## config.mk

```make
export PLATFORM = sky130hd
export DESIGN_NAME = clk_switch_ctrl
export DESIGN_NICKNAME = d
export VERILOG_FILES = /design/src/rtl/clk_switch_pkg.sv /design/src/rtl/clk_switch_debounce.sv /design/src/rtl/clk_switch_ctrl.sv
export SDC_FILE = /design/constraint.sdc
export NUM_CORES = 1
export LEC_CHECK = 0
export ABC_AREA = 1
export CORE_ASPECT_RATIO = 1.1
export CORE_UTILIZATION = 49
export CTS_BUF_LIST = sky130_fd_sc_hd__clkbuf_2
export CTS_CLUSTER_DIAMETER = 200
export DETAILED_ROUTE_END_ITERATION = 10
export PLACE_DENSITY = 0.68
export RECOVER_POWER = 50
export SLEW_MARGIN = 30
export SYNTH_ARGS = -nofsm -noshare
export SYNTH_HDL_FRONTEND = slang
export SYNTH_HIERARCHICAL = 1
export SYNTH_SLANG_ARGS = --single-unit
```

## constraint.sdc

```tcl
create_clock -name clk -period 2.8 [get_ports clk]
set_input_delay 0.56 -clock clk [delete_from_list [all_inputs] [get_ports clk]]
set_output_delay 0.56 -clock clk [all_outputs]
set_load 0.01 [all_outputs]
```

## src/rtl/clk_switch_pkg.sv

```systemverilog
// -----------------------------------------------------------------------------
// clk_switch_pkg
// Shared definitions for the clock-switch controller:
//   - state_e         : 3-bit encoded controller state (also driven on the
//                       debug "state" port, so the encoding is fixed)
//   - DEF_*           : default parameter values for the controller
//   - LOSS_CNT_MAX    : saturation value of the lock-loss counter
//   - sat_inc8()      : saturating increment for 8-bit event counters
// -----------------------------------------------------------------------------
package clk_switch_pkg;

  typedef enum logic [2:0] {
    ST_PLL_RST   = 3'd0,
    ST_WAIT_LOCK = 3'd1,
    ST_RUN       = 3'd2,
    ST_HOLDOFF   = 3'd3,
    ST_FAULT     = 3'd4
  } state_e;

  localparam int unsigned DEF_RST_CYCLES      = 32'd16;
  localparam int unsigned DEF_LOCK_TIMEOUT    = 32'd65535;
  localparam int unsigned DEF_MAX_RETRY       = 32'd3;
  localparam int unsigned DEF_DEBOUNCE_CYCLES = 32'd1000;
  localparam int unsigned DEF_HOLDOFF_CYCLES  = 32'd64;

  localparam logic [7:0] LOSS_CNT_MAX = 8'd255;

  // Saturating +1: an event counter must stick at its maximum, never wrap.
  function automatic logic [7:0] sat_inc8(input logic [7:0] value);
    logic [7:0] result;
    if (value == LOSS_CNT_MAX) begin
      result = value;
    end else begin
      result = value + 8'd1;
    end
    return result;
  endfunction

endpackage

```

## src/rtl/clk_switch_debounce.sv

```systemverilog
// -----------------------------------------------------------------------------
// clk_switch_debounce
// Brings the raw clock-select switch into the clk domain and debounces it.
// The synchronized request is accepted into sel_stable only after it has
// disagreed with sel_stable for DEBOUNCE_CYCLES consecutive cycles; any
// cycle of agreement restarts the count.
//
// Ports:
//   clk        in   board clock, rising edge
//   rst_n      in   asynchronous active-low reset
//   sel_req    in   raw asynchronous select request
//   sel_stable out  debounced select value (registered)
// -----------------------------------------------------------------------------
module clk_switch_debounce
  import clk_switch_pkg::*;
#(
  parameter int unsigned DEBOUNCE_CYCLES = DEF_DEBOUNCE_CYCLES
) (
  input  logic clk,
  input  logic rst_n,
  input  logic sel_req,
  output logic sel_stable
);

  localparam int unsigned CW = $clog2(DEBOUNCE_CYCLES + 32'd1);
  localparam logic [CW-1:0] CNT_LAST = CW'(DEBOUNCE_CYCLES - 32'd1);

  logic          sync1_q, sync1_d;
  logic          sync2_q, sync2_d;
  logic [CW-1:0] cnt_q,   cnt_d;
  logic          stable_q, stable_d;

  // Synchronizer shift and debounce counter next-state.
  always_comb begin
    sync1_d  = sel_req;
    sync2_d  = sync1_q;
    cnt_d    = cnt_q;
    stable_d = stable_q;
    if (sync2_q != stable_q) begin
      if (cnt_q == CNT_LAST) begin
        // This is the DEBOUNCE_CYCLES-th consecutive disagreeing cycle.
        stable_d = sync2_q;
        cnt_d    = {CW{1'b0}};
      end else begin
        cnt_d = cnt_q + CW'(1);
      end
    end else begin
      cnt_d = {CW{1'b0}};
    end
  end

  // State registers for synchronizer, counter and accepted value.
  always_ff @(posedge clk or negedge rst_n) begin
    if (!rst_n) begin
      sync1_q  <= 1'b0;
      sync2_q  <= 1'b0;
      cnt_q    <= {CW{1'b0}};
      stable_q <= 1'b0;
    end else begin
      sync1_q  <= sync1_d;
      sync2_q  <= sync2_d;
      cnt_q    <= cnt_d;
      stable_q <= stable_d;
    end
  end

  assign sel_stable = stable_q;

endmodule

```

## src/rtl/clk_switch_ctrl.sv

```systemverilog
// -----------------------------------------------------------------------------
// clk_switch_ctrl
// Supervises a PLL and a glitch-free clock mux. After reset the PLL is held
// in reset, then the controller waits for LOCKED (retrying a bounded number
// of times before latching FAULT). While running, a debounced select request
// toggles the mux and is followed by a quiet hold-off period. Loss of lock
// while running restarts the PLL and is counted.
//
// Ports:
//   clk           in   free-running board clock, rising edge
//   rst_n         in   asynchronous active-low reset
//   sel_req       in   raw asynchronous clock-select request
//   pll_locked    in   asynchronous PLL LOCKED flag
//   pll_rst       out  PLL reset, active high
//   mux_sel       out  mux select (0 = I0, 1 = I1)
//   clk_ok        out  high in RUN / HOLDOFF
//   busy          out  high in every state except RUN
//   fault         out  high in FAULT
//   state         out  encoded controller state (debug)
//   lock_loss_cnt out  saturating lock-loss count
// All outputs come straight from flops.
// -----------------------------------------------------------------------------
module clk_switch_ctrl
  import clk_switch_pkg::*;
#(
  parameter int unsigned RST_CYCLES      = DEF_RST_CYCLES,
  parameter int unsigned LOCK_TIMEOUT    = DEF_LOCK_TIMEOUT,
  parameter int unsigned MAX_RETRY       = DEF_MAX_RETRY,
  parameter int unsigned DEBOUNCE_CYCLES = DEF_DEBOUNCE_CYCLES,
  parameter int unsigned HOLDOFF_CYCLES  = DEF_HOLDOFF_CYCLES
) (
  input  logic       clk,
  input  logic       rst_n,
  input  logic       sel_req,
  input  logic       pll_locked,
  output logic       pll_rst,
  output logic       mux_sel,
  output logic       clk_ok,
  output logic       busy,
  output logic       fault,
  output logic [2:0] state,
  output logic [7:0] lock_loss_cnt
);

  localparam int unsigned RCW = $clog2(RST_CYCLES + 32'd1);
  localparam int unsigned LCW = $clog2(LOCK_TIMEOUT + 32'd1);
  localparam int unsigned HCW = $clog2(HOLDOFF_CYCLES + 32'd1);
  localparam int unsigned TCW = $clog2(MAX_RETRY + 32'd1);

  localparam logic [RCW-1:0] RST_LAST  = RCW'(RST_CYCLES - 32'd1);
  localparam logic [LCW-1:0] LOCK_LAST = LCW'(LOCK_TIMEOUT - 32'd1);
  localparam logic [HCW-1:0] HOLD_LAST = HCW'(HOLDOFF_CYCLES - 32'd1);
  localparam logic [TCW-1:0] RETRY_MAX = TCW'(MAX_RETRY);

  logic sel_stable_s;

  logic           lock_s1_q,  lock_s1_d;
  logic           lock_s2_q,  lock_s2_d;
  state_e         state_q,    state_d;
  logic [RCW-1:0] rst_cnt_q,  rst_cnt_d;
  logic [LCW-1:0] lock_cnt_q, lock_cnt_d;
  logic [HCW-1:0] hold_cnt_q, hold_cnt_d;
  logic [TCW-1:0] retry_q,    retry_d;
  logic [TCW-1:0] retry_inc_s;
  logic           mux_sel_q,  mux_sel_d;
  logic [7:0]     loss_cnt_q, loss_cnt_d;
  logic           pll_rst_q,  pll_rst_d;
  logic           clk_ok_q,   clk_ok_d;
  logic           busy_q,     busy_d;
  logic           fault_q,    fault_d;

  clk_switch_debounce #(
    .DEBOUNCE_CYCLES(DEBOUNCE_CYCLES)
  ) u_debounce (
    .clk       (clk),
    .rst_n     (rst_n),
    .sel_req   (sel_req),
    .sel_stable(sel_stable_s)
  );

  // Next-state logic: lock synchronizer, FSM transitions, counters, and
  // output values derived from the next state so the flops line up with it.
  always_comb begin
    lock_s1_d   = pll_locked;
    lock_s2_d   = lock_s1_q;
    state_d     = state_q;
    // Per-state timers default to 0, so every state entry starts them fresh.
    rst_cnt_d   = {RCW{1'b0}};
    lock_cnt_d  = {LCW{1'b0}};
    hold_cnt_d  = {HCW{1'b0}};
    retry_d     = retry_q;
    retry_inc_s = retry_q + TCW'(1);
    mux_sel_d   = mux_sel_q;
    loss_cnt_d  = loss_cnt_q;

    case (state_q)
      ST_PLL_RST: begin
        if (rst_cnt_q == RST_LAST) begin
          state_d = ST_WAIT_LOCK;
        end else begin
          rst_cnt_d = rst_cnt_q + RCW'(1);
        end
      end

      ST_WAIT_LOCK: begin
        if (lock_s2_q) begin
          state_d = ST_RUN;
          retry_d = {TCW{1'b0}};
        end else if (lock_cnt_q == LOCK_LAST) begin
          retry_d = retry_inc_s;
          if (retry_inc_s == RETRY_MAX) begin
            state_d = ST_FAULT;
          end else begin
            state_d = ST_PLL_RST;
          end
        end else begin
          lock_cnt_d = lock_cnt_q + LCW'(1);
        end
      end

      ST_RUN: begin
        // Lock loss wins over a switch request arriving in the same cycle.
        if (!lock_s2_q) begin
          state_d    = ST_PLL_RST;
          loss_cnt_d = sat_inc8(loss_cnt_q);
        end else if (sel_stable_s != mux_sel_q) begin
          state_d   = ST_HOLDOFF;
          mux_sel_d = ~mux_sel_q;
        end else begin
          state_d = ST_RUN;
        end
      end

      ST_HOLDOFF: begin
        // Select changes here are deliberately ignored; RUN re-evaluates them.
        if (!lock_s2_q) begin
          state_d    = ST_PLL_RST;
          loss_cnt_d = sat_inc8(loss_cnt_q);
        end else if (hold_cnt_q == HOLD_LAST) begin
          state_d = ST_RUN;
        end else begin
          hold_cnt_d = hold_cnt_q + HCW'(1);
        end
      end

      ST_FAULT: begin
        state_d = ST_FAULT;
      end

      default: begin
        state_d = ST_PLL_RST;
      end
    endcase

    pll_rst_d = (state_d == ST_PLL_RST) || (state_d == ST_FAULT);
    clk_ok_d  = (state_d == ST_RUN) || (state_d == ST_HOLDOFF);
    busy_d    = (state_d != ST_RUN);
    fault_d   = (state_d == ST_FAULT);
  end

  // State, counter and output registers.
  always_ff @(posedge clk or negedge rst_n) begin
    if (!rst_n) begin
      lock_s1_q  <= 1'b0;
      lock_s2_q  <= 1'b0;
      state_q    <= ST_PLL_RST;
      rst_cnt_q  <= {RCW{1'b0}};
      lock_cnt_q <= {LCW{1'b0}};
      hold_cnt_q <= {HCW{1'b0}};
      retry_q    <= {TCW{1'b0}};
      mux_sel_q  <= 1'b0;
      loss_cnt_q <= 8'd0;
      pll_rst_q  <= 1'b1;
      clk_ok_q   <= 1'b0;
      busy_q     <= 1'b1;
      fault_q    <= 1'b0;
    end else begin
      lock_s1_q  <= lock_s1_d;
      lock_s2_q  <= lock_s2_d;
      state_q    <= state_d;
      rst_cnt_q  <= rst_cnt_d;
      lock_cnt_q <= lock_cnt_d;
      hold_cnt_q <= hold_cnt_d;
      retry_q    <= retry_d;
      mux_sel_q  <= mux_sel_d;
      loss_cnt_q <= loss_cnt_d;
      pll_rst_q  <= pll_rst_d;
      clk_ok_q   <= clk_ok_d;
      busy_q     <= busy_d;
      fault_q    <= fault_d;
    end
  end

  assign pll_rst       = pll_rst_q;
  assign mux_sel       = mux_sel_q;
  assign clk_ok        = clk_ok_q;
  assign busy          = busy_q;
  assign fault         = fault_q;
  assign state         = state_q;
  assign lock_loss_cnt = loss_cnt_q;

endmodule

```

# After elaboration in Yosys (flattened, before gate mapping)
# Index checks and enable logic that the tools add are counted.
[totals]
register_bits = 61
latchBits = 0
ramBits = 0
romBits = 0
input_bits = 4
output_inout_bits = 16
elab_cells = 73
n_memories = 0
[op_classes]
n_addsub = 6
multipliers = 0
div_mod_pow = 0
magnitude_cmp = 0
n_eq_ne = 16
n_shift = 0
muxes = 21
n_bitwise = 3
reduce_logical = 10
[op_table]
columns = ["cell", "n"]
rows = [
  ["2-to-1 mux 16 bit", 3],
  ["2-to-1 mux 7 bit", 3],
  ["2-to-1 mux 10 bit", 2],
  ["2-to-1 mux 3 bit", 6],
  ["adder 16 x 1 -> 16 bit, second input constant", 1],
  ["equality test 16 bit, second input constant", 1],
  ["case mux 3 bit (5 select lines)", 1],
  ["equality test 3 x 2 -> 1 bit, second input constant", 4],
  ["adder 10 x 1 -> 10 bit, second input constant", 1],
  ["equality test 10 bit, second input constant", 1],
  ["2-to-1 mux 5 bit", 2],
  ["adder 8 x 1 -> 8 bit, second input constant", 1],
  ["equality test 8 bit, second input constant", 1],
  ["adder 7 x 1 -> 7 bit, second input constant", 1],
  ["equality test 7 x 6 -> 1 bit, second input constant", 1],
  ["equality test 3 bit, second input constant", 2],
  ["logical NOT 3 bit", 2],
  ["2-to-1 mux 2 bit", 3],
  ["AND reduction 3 bit", 2],
  ["adder 5 x 1 -> 5 bit, second input constant", 1],
  ["equality test 5 x 4 -> 1 bit, second input constant", 1],
  ["AND reduction 2 bit", 2],
  ["equality test 3 x 1 -> 1 bit, second input constant", 1],
  ["!= test 3 x 2 -> 1 bit, second input constant", 1],
  ["8 further kinds", 12],
]

# Longest topological paths before layout
# Gate-level depths: netlist (run 1).
[depth]
depth_word = 8
depth_mapped = 9
ltp_nobuf = 9

# Hierarchy
# The synthesis (run 1) kept the hierarchy.
[modules_own_cells]
columns = ["mod", "n_inst", "cells_per_inst", "area_per_inst_um2", "seq_area_each_um2"]
rows = [
  ["clk_switch_ctrl", 1, 273, 2358.5, 1203.7],
  ["clk_switch_debounce", 1, 73, 644.4, 325.3],
]

# Worst setup path before layout (run 1)
# OpenSTA, ideal clock, no wires.
[synth_path]
kind = "reg-to-reg"
startpoint = "register loss_cnt_q[0], in the netlist lock_loss_cnt[0]"
endpoint = "register loss_cnt_q[5], in the netlist lock_loss_cnt[5]"
setup_ps = 116
arrival_ps = 1258
required_time_ps = 2684
setup_slack_ps = 1425
stages_incl_launch_ff = 9
n_path_buf = 0
synth_period_minus_slack_ps = 1375
path_cell_list = "dfrtp_1 > ha_1 > nand3_1 > nor3_2 > nand2_1 > nand2_2 > inv_2 > nand2_1 > nand2_1"
[synth_between]
elab_chain_len = 3
elab_cells_between_ends = 4
cone_classes = "1 x add/sub; 1 x eq/ne; 1 x bitwise; 1 x reduce/logical"
[synth_lines]
columns = ["item", "line", "text"]
rows = [
  ["start, declared", "clk_switch_ctrl.sv:66", "logic [7:0] loss_cnt_q, loss_cnt_d;"],
  ["start signal, assigned", "clk_switch_ctrl.sv:186", "loss_cnt_q <= loss_cnt_d;"],
  ["parallel branches: the longest is 3 deep, another holds adder 8 x 1 -> 8 bit", "n/a", ""],
]
# Parallel ways; which one is timed is not known.
# A chain may end at the register's enable or synchronous reset.

# Worst setup path in the final report (run 1)
[layout_path]
startpoint = "register busy_q, in the netlist busy"
endpoint = "output busy"
[layout_rtl]
columns = ["item", "line", "text"]
rows = [
  ["start, declared", "clk_switch_ctrl.sv:69", "logic busy_q, busy_d;"],
  ["start signal, assigned", "clk_switch_ctrl.sv:189", "busy_q <= busy_d;"],
  ["end, declared", "clk_switch_ctrl.sv:39", "output logic busy,"],
]
# No word-level cell between the ends.

==> metrics.txt, run 1 <==
# TYPE chip_impl_metric gauge
chip_impl_info{name="cts_tree",value="done"} 1
chip_impl_metric{name="total_power",unit="mW"} 2.13
chip_impl_metric{name="cp.required",unit="ps"} 2240
chip_impl_metric{name="grt_start_max_net_pins",unit=""} 25
chip_impl_metric{name="timing.max_slew.rel_slack",unit="%"} 13.4
chip_impl_metric{name="timing.critical_path.buf_inv",unit=""} 1
chip_impl_info{name="hp-class",value="reg2reg"} 1
chip_impl_metric{name="grt_antenna_before_repair",unit=""} 0
chip_impl_metric{name="total_number_of_nets_in_the_final_design",unit=""} 389
chip_impl_metric{name="dieWidth",unit="um"} 76.6
chip_impl_metric{name="period_share",unit="%"} 77.2
chip_impl_metric{name="timing.final.crit_period",unit="ps"} 2160
chip_impl_info{name="rsz_0062_raised_after_global_routing",value="no"} 1
chip_impl_metric{name="antenna_left",unit=""} 0
chip_impl_metric{name="postCtsSetupBuffers",unit=""} 0
chip_impl_metric{name="cts_sinks",unit=""} 61
chip_impl_metric{name="synth_cell_area",unit="um2"} 3000
chip_impl_metric{name="power.ir.vdd_worst",unit="uV"} 323
chip_impl_metric{name="placementRows",unit=""} 29
chip_impl_metric{name="synth-edff-count",unit=""} 0
chip_impl_metric{name="numPortBuffers",unit=""} 19
chip_impl_metric{name="report.final.hold_viol_count",unit=""} 0
chip_impl_metric{name="insertion_delay",unit="ps"} 520
chip_impl_metric{name="floorplan.die_area",unit="um2"} 6450
chip_impl_metric{name="die_height",unit="um"} 84.1
chip_impl_metric{name="drive_gt1_share",unit="%"} 13.8
chip_impl_metric{name="grt_util_met2",unit="%"} 32.0
chip_impl_metric{name="grt_met1_use",unit="%"} 22.4
chip_impl_metric{name="synth_cells",unit=""} 346
chip_impl_metric{name="drc_errors",unit=""} 0
chip_impl_metric{name="io-pin-count",unit=""} 20
chip_impl_metric{name="route.detailed.vias_per_inst",unit=""} 4.86
chip_impl_metric{name="clock_transition_at_path_regs",unit="ps"} 200
chip_impl_metric{name="achievable-frequency",unit="MHz"} 462
chip_impl_info{name="crit_chain",value="clkdlybuf4s50_1"} 1
chip_impl_info{name="yosys_most_used_dff",value="dfrtp_1"} 1
chip_impl_info{name="root_buffer",value="clkbuf_2"} 1
chip_impl_metric{name="global_route.usage.met3",unit="%"} 5.68
chip_impl_metric{name="cts_inserted_buffers",unit=""} 9
chip_impl_metric{name="critical_path_peak_fanout",unit=""} 1
chip_impl_metric{name="worst_pin_slew",unit="ps"} 1300
chip_impl_metric{name="timing.final.setup_violations",unit=""} 0
chip_impl_info{name="crit_type",value="reg2out"} 1
chip_impl_info{name="timing.critical_path.from_type",value="flip-flop"} 1
chip_impl_metric{name="synth_sequential_area_ratio",unit="%"} 50.9
chip_impl_metric{name="place_congestion",unit=""} 0.778
chip_impl_metric{name="dp.final_hpwl",unit="um"} 3860
chip_impl_metric{name="global_route.usage.total",unit="%"} 18.9
chip_impl_metric{name="async_flop_share",unit="%"} 100
chip_impl_metric{name="synth.yosys.warnings",unit=""} 6
chip_impl_metric{name="number_of_global_route_vias_before_repair",unit=""} 2181
chip_impl_metric{name="wire_per_inst",unit="um"} 11.5
chip_impl_info{name="top_usage_layer",value="met2"} 1
chip_impl_metric{name="detailed_routing_iteration_count_for_the_pre_antenna_repair_pass",unit=""} 4
chip_impl_metric{name="worstPathArrival",unit="ps"} 1600
chip_impl_metric{name="fin_skew",unit="ps"} 29.3
chip_impl_metric{name="postSynthAreaPerCell",unit="um2"} 8.68
chip_impl_metric{name="dr_total_vias",unit=""} 2237
chip_impl_metric{name="yosys_register_bits",unit=""} 61
chip_impl_metric{name="final_global_route_overflow_total",unit=""} 0
chip_impl_metric{name="drtIter0Drc",unit=""} 100
chip_impl_metric{name="ctsHtreeMaxLevel",unit=""} 3
chip_impl_metric{name="powerDensity",unit="nW/um2"} 616
chip_impl_metric{name="initial_core_utilization",unit="%"} 51.4
chip_impl_metric{name="setup_tns_after_final_layout",unit="ps"} 0
chip_impl_metric{name="syn-num-nets",unit=""} 357
chip_impl_metric{name="worst_path_largest_cell_delay",unit="ps"} 560
chip_impl_metric{name="report.final.slew_viol_count",unit=""} 0
chip_impl_metric{name="maxCapViolCount",unit=""} 0
chip_impl_metric{name="power.leakage",unit="nW"} 1.57
chip_impl_info{name="slowest_cell_on_the_critical_path",value="dfstp_2"} 1
chip_impl_metric{name="grt_first_pass_wirelength",unit="um"} 9430
chip_impl_info{name="worstSetupEndpointType",value="primary output"} 1
chip_impl_metric{name="detail_route.wirelength",unit="um"} 5270
chip_impl_metric{name="layout_overhead_on_the_synthesized_area",unit="%"} 15.0
chip_impl_metric{name="core",unit="um2"} 5840
chip_impl_info{name="worst_path_dominant_cell_family",value="flip-flops"} 1
chip_impl_metric{name="synth.distinct_cells",unit=""} 33
chip_impl_metric{name="clock_tree.buffer_depth",unit=""} 2
chip_impl_metric{name="antenna_cells",unit=""} 0
chip_impl_info{name="run_status",value="completed"} 1
logic make-up after synthesis:
logic type / count (synthesis) / synth area share (%)
AND/OR/NAND/NOR: 198 / 31.1
flip-flops: 61 / 50.9
buffers and inverters: 44 / 5.75
XOR/XNOR: 19 / 5.79
AO/OA/AOI/OAI: 17 / 3.50
adder cells (fa/ha/maj): 7 / 2.92
power by group:
part	internal [mW]	switching, mW
clock network	0.389	0.346
registers	0.969	0.0745
logic	0.162	0.187
cells in the final DEF (no fill, tap or decap), types with 5 or more instances in the layout:
master / synthesis / final
a21oi_1: 5 / 5
clkbuf_2: 0 / 10
clkdlybuf4s50_1: 0 / 16
dfrtp_1: 59 / 59
ha_1: 7 / 7
inv_1: 38 / 39
nand2_1: 73 / 73
nand2_2: 8 / 8
nand3_1: 21 / 21
nand4_1: 7 / 7
nor2_1: 62 / 63
nor2_2: 7 / 6
xnor2_1: 8 / 8
xor2_1: 10 / 11
cells in the mapped netlist (2+ instances only):
library cell	count	share of area [%]
inv_2	5	0.63
nor2_4	3	1.1
a21oi_1	5	0.83
nand4_1	7	1.5
inv_1	38	4.8
nor2_2	7	1.5
nand3_1	21	3.5
o21ai_1	2	0.33
nor3_2	3	1.0
ha_1	7	2.9
nand3_2	4	1.3
xnor2_1	8	2.3
nor3b_2	2	0.83
dfstp_2	2	1.7
nand2_1	73	9.1
nor3_1	3	0.50
nand2_2	8	1.7
o21ai_0	4	0.67
dfrtp_1	59	49
nand3b_1	2	0.50
xor2_1	10	2.9
nor2_1	62	7.7
cell type report:
type / instances / area, um2
clock buffer: 9 / 45.0
clock inverter: 7 / 124
fill: 518 / 2390
inverter: 43 / 161
multi-input combinational: 241 / 1290
sequential: 61 / 1530
tap: 77 / 96.3
timing repair buffer: 22 / 206
per-layer routing:
layer  share of wire, %  vias up  routed length [um]
met5                  0        -                   0
met4                1.7        0                  90
met3                3.0        8                 157
met2                 49       23                2580
met1                 46     1054                2450
li1                   -     1152                   -
through the flow:
| stage | instance area [um2] | utilization (%) | std cells | hold slack [ps] | setup slack [ps] |
|---|---|---|---|---|---|
| floorplan | 3000 | - | 346 | 264 | 1430 |
| global placement | 3290 | 56.3 | 443 | 348 | 1180 |
| detailed placement | 3290 | 56.3 | 443 | 345 | 1140 |
| CTS | 3470 | 59.3 | 460 | 395 | 610 |
| global route | 3450 | 59.1 | 460 | 409 | 446 |
| finish | 3450 | 59.1 | 460 | 388 | 637 |
worst paths after layout:
| kind | to | slack, ps | depth (start not counted) | startpoint |
|---|---|---|---|---|
| setup / recovery | busy | 640 | 1 | busy |
| hold / removal | lock_s2_q | 390 | 0 | lock_s1_q |
| setup reg to reg | pll_rst | 1140 | 8 | lock_cnt_q[0] |
| hold reg to reg | lock_s2_q | 390 | 0 | lock_s1_q |
| max in group asynchronous | state[2] | 800 | 3 | rst_n |
| min in group asynchronous | hold_cnt_q[1] | 820 | 2 | rst_n |
repair_timing:
action	in CTS	in global routing
resized for setup	0	0
hold endpoints to repair	9	0
hold buffers	1	0
registers in the layout, indices dropped and copies added (netlist names), 2 cells and up:
register          flops
lock_cnt_q           16
u_debounce/cnt_q     10
lock_loss_cnt         8
hold_cnt_q            7
rst_cnt_q             5
state                 3
retry_q               2
Power figures use the tool's default switching activity.
==> run 2, diff against run 1 <==
--- a/config.mk
+++ b/config.mk
@@ -11,7 +11,7 @@
 export CTS_BUF_LIST = sky130_fd_sc_hd__clkbuf_2
 export CTS_CLUSTER_DIAMETER = 200
 export DETAILED_ROUTE_END_ITERATION = 10
-export PLACE_DENSITY = 0.68
+export PLACE_DENSITY = 0.71
 export RECOVER_POWER = 50
 export SLEW_MARGIN = 30
 export SYNTH_ARGS = -nofsm -noshare
==> constraint.sdc (replaced) <==
create_clock -name clk -period 1.8 [get_ports clk]
set_input_delay 0.36 -clock clk [delete_from_list [all_inputs] [get_ports clk]]
set_output_delay 0.36 -clock clk [all_outputs]
set_load 0.01 [all_outputs]
==> run 2 against run 1 <==
  * Non-clock buffer count grew 14
  * Largest cell class unchanged
  * Design area grew 1.9%
  * Register-to-register slack lost 940 ps
  * Global-route usage shrank 0.42 points
  * First-iteration DRC count shrank 2.0%
  * Critical endpoint unchanged
  * Sequential power grew 52%
==> metrics.txt, run 2 (same netlist as run 1, synthesis figures left out) <==
# TYPE chip_impl_metric gauge
chip_impl_metric{name="report.final.slew_viol_count",unit=""} 0
chip_impl_metric{name="maxCapViolCount",unit=""} 0
chip_impl_metric{name="clock_transition_at_path_regs",unit="ps"} 170
chip_impl_info{name="most_frequent_cells_in_the_layout",value="nand2_1, nor2_1, dfrtp_1, inv_1, nand3_1"} 1
chip_impl_metric{name="cts_sinks",unit=""} 61
chip_impl_metric{name="total_power",unit="mW"} 3.00
chip_impl_metric{name="power.leakage",unit="nW"} 1.82
chip_impl_metric{name="drtIter0Drc",unit=""} 98
chip_impl_metric{name="critical_path_peak_fanout",unit=""} 1
chip_impl_metric{name="number_of_cells_after_detailed_placement",unit=""} 443
chip_impl_metric{name="dp.final_hpwl",unit="um"} 3680
chip_impl_metric{name="drive_gt1_share",unit="%"} 16.9
chip_impl_metric{name="antenna_left",unit=""} 0
chip_impl_info{name="worstSetupEndpointType",value="primary output"} 1
chip_impl_metric{name="insertion_delay",unit="ps"} 470
chip_impl_metric{name="detail_route.wirelength",unit="um"} 5300
chip_impl_metric{name="wire_per_inst",unit="um"} 11.2
chip_impl_metric{name="numPortBuffers",unit=""} 19
chip_impl_metric{name="timing.max_slew.rel_slack",unit="%"} 45.8
chip_impl_info{name="regMostFlops",value="lock_cnt_q"} 1
chip_impl_metric{name="max_ffs_per_register",unit=""} 16
chip_impl_metric{name="dr_total_vias",unit=""} 2305
chip_impl_metric{name="grt_antenna_before_repair",unit=""} 0
chip_impl_metric{name="reg2regPathDepth",unit=""} 10
chip_impl_metric{name="achievable-frequency",unit="MHz"} 612
chip_impl_info{name="root_buffer",value="clkbuf_2"} 1
chip_impl_metric{name="drc_errors",unit=""} 0
chip_impl_metric{name="finalWorstSetupSlack",unit="ps"} 166
chip_impl_metric{name="powerDensity",unit="nW/um2"} 851
chip_impl_metric{name="cp.required",unit="ps"} 1440
chip_impl_metric{name="whs_path_depth",unit=""} 0
chip_impl_metric{name="die_height",unit="um"} 84.1
chip_impl_metric{name="number_of_global_route_vias_before_repair",unit=""} 2220
chip_impl_metric{name="ctsHtreeMaxLevel",unit=""} 3
chip_impl_metric{name="antenna_cells",unit=""} 0
chip_impl_info{name="crit_type",value="reg2out"} 1
chip_impl_metric{name="timing.final.crit_period",unit="ps"} 1630
chip_impl_metric{name="power.ir.vdd_worst",unit="uV"} 460
chip_impl_metric{name="worstPathArrival",unit="ps"} 1270
chip_impl_metric{name="placementRows",unit=""} 29
chip_impl_info{name="cts_tree",value="done"} 1
chip_impl_info{name="run_status",value="completed"} 1
chip_impl_metric{name="initial_core_utilization",unit="%"} 51.4
chip_impl_metric{name="fin_skew",unit="ps"} 17.8
chip_impl_metric{name="grt_first_pass_wirelength",unit="um"} 9320
chip_impl_metric{name="detailed_routing_iteration_count_for_the_pre_antenna_repair_pass",unit=""} 4
chip_impl_metric{name="timing.final.setup_violations",unit=""} 0
chip_impl_metric{name="setup_tns_after_final_layout",unit="ps"} 0
chip_impl_metric{name="core",unit="um2"} 5840
chip_impl_metric{name="timing.critical_path.buf_inv",unit=""} 1
chip_impl_metric{name="post-place-ws",unit="ps"} 295
chip_impl_metric{name="clock_tree.buffer_depth",unit=""} 2
chip_impl_info{name="timing.critical_path.from_type",value="flip-flop"} 1
chip_impl_info{name="crit_chain",value="dlygate4sd2_1"} 1
chip_impl_metric{name="final_util",unit="%"} 60.2
chip_impl_metric{name="global_route.usage.total",unit="%"} 18.5
chip_impl_metric{name="filler_cell_count",unit=""} 497
chip_impl_metric{name="dieWidth",unit="um"} 76.6
chip_impl_info{name="worst_path_dominant_cell_family",value="flip-flops"} 1
chip_impl_metric{name="grt_start_max_net_pins",unit=""} 62
chip_impl_metric{name="report.final.hold_viol_count",unit=""} 0
chip_impl_metric{name="worst_path_largest_cell_delay",unit="ps"} 550
chip_impl_metric{name="total_number_of_nets_in_the_final_design",unit=""} 403
chip_impl_metric{name="final_global_route_overflow_total",unit=""} 0
chip_impl_metric{name="cts_inserted_buffers",unit=""} 9
chip_impl_metric{name="io-pin-count",unit=""} 20
chip_impl_metric{name="place_congestion",unit=""} 0.795
chip_impl_metric{name="timing.critical_path.depth",unit=""} 1
chip_impl_info{name="mostFrequentLayoutCell",value="nand2_1"} 1
chip_impl_info{name="rsz_0062_raised_after_global_routing",value="no"} 1
chip_impl_info{name="hp-class",value="reg2reg"} 1
chip_impl_metric{name="worst_pin_slew",unit="ps"} 813
chip_impl_metric{name="period_share",unit="%"} 90.8
chip_impl_metric{name="route.detailed.vias_per_inst",unit=""} 4.86
chip_impl_metric{name="layout_overhead_on_the_synthesized_area",unit="%"} 17.2
chip_impl_metric{name="floorplan.die_area",unit="um2"} 6450
chip_impl_metric{name="layoutNonFillerInstCount",unit=""} 474
chip_impl_info{name="slowest_cell_on_the_critical_path",value="dfstp_2"} 1
run 2: cell types whose count changed in the layout (fill, tap and decap cells not counted), sizes merged:
cell           delta
dlygate4sd2       +5
dlymetal6s2s     +11
clkdlybuf4s50    -16
clkbuf            +1
bufinv            -2
clkinv            +1
buf              +14
run 2: worst paths after layout:
path | endpoint | slack, ps | start
hold / removal | lock_s2_q | 380 | lock_s1_q
hold reg to reg | lock_s2_q | 380 | lock_s1_q
min in group asynchronous | u_debounce/sync1_q | 610 | rst_n
max in group asynchronous | lock_loss_cnt[3] | 630 | rst_n
setup / recovery | busy | 170 | busy
setup reg to reg | lock_loss_cnt[3] | 200 | lock_loss_cnt[1]
run 2: cell type report:
cell class              instances  area, um2  share of cell area, %
flip-flops and latches         61       1530                   43.5
multi-input cells             241       1290                   36.8
repair buffers                 36        333                   9.46
inverters                      43        161                   4.59
well taps                      77       96.3                   2.74
clock inverters                 6       53.8                   1.53
clock buffers                  10       50.0                   1.42
run 2: metal layers:
metal	up-vias	track usage (%)	wire length (um)
li1	1180	-	-
met1	1082	21.4	2490
met2	37	31.0	2560
met3	6	6.99	195
met4	0	7.52	61
met5	-	0	0
run 2: through the flow:
stage / instance area [um2] / hold WS (ps)
4_1_cts: 3500 / 259
5_1_grt: 3520 / 342
2_1_floorplan: 3000 / 64.4
6_report: 3520 / 376
3_5_place_dp: 3300 / 340
3_3_place_gp: 3300 / 337
run 2: where the power goes:
group          total [mW]  internal, mW  switching [mW]
clock               0.781         0.311           0.470
sequential           1.58          1.51          0.0740
combinational       0.634         0.285           0.349
total                3.00          2.10           0.893
run 2: timing repair:
action | CTS | global route
gates resized for setup | 6 | 11
buffers inserted | 12 | 2
cloned | 0 | 0
endpoints found under the hold margin | 59 | 0
endpoints found under the setup margin | 14 | 11
hold buffers | 1 | 0
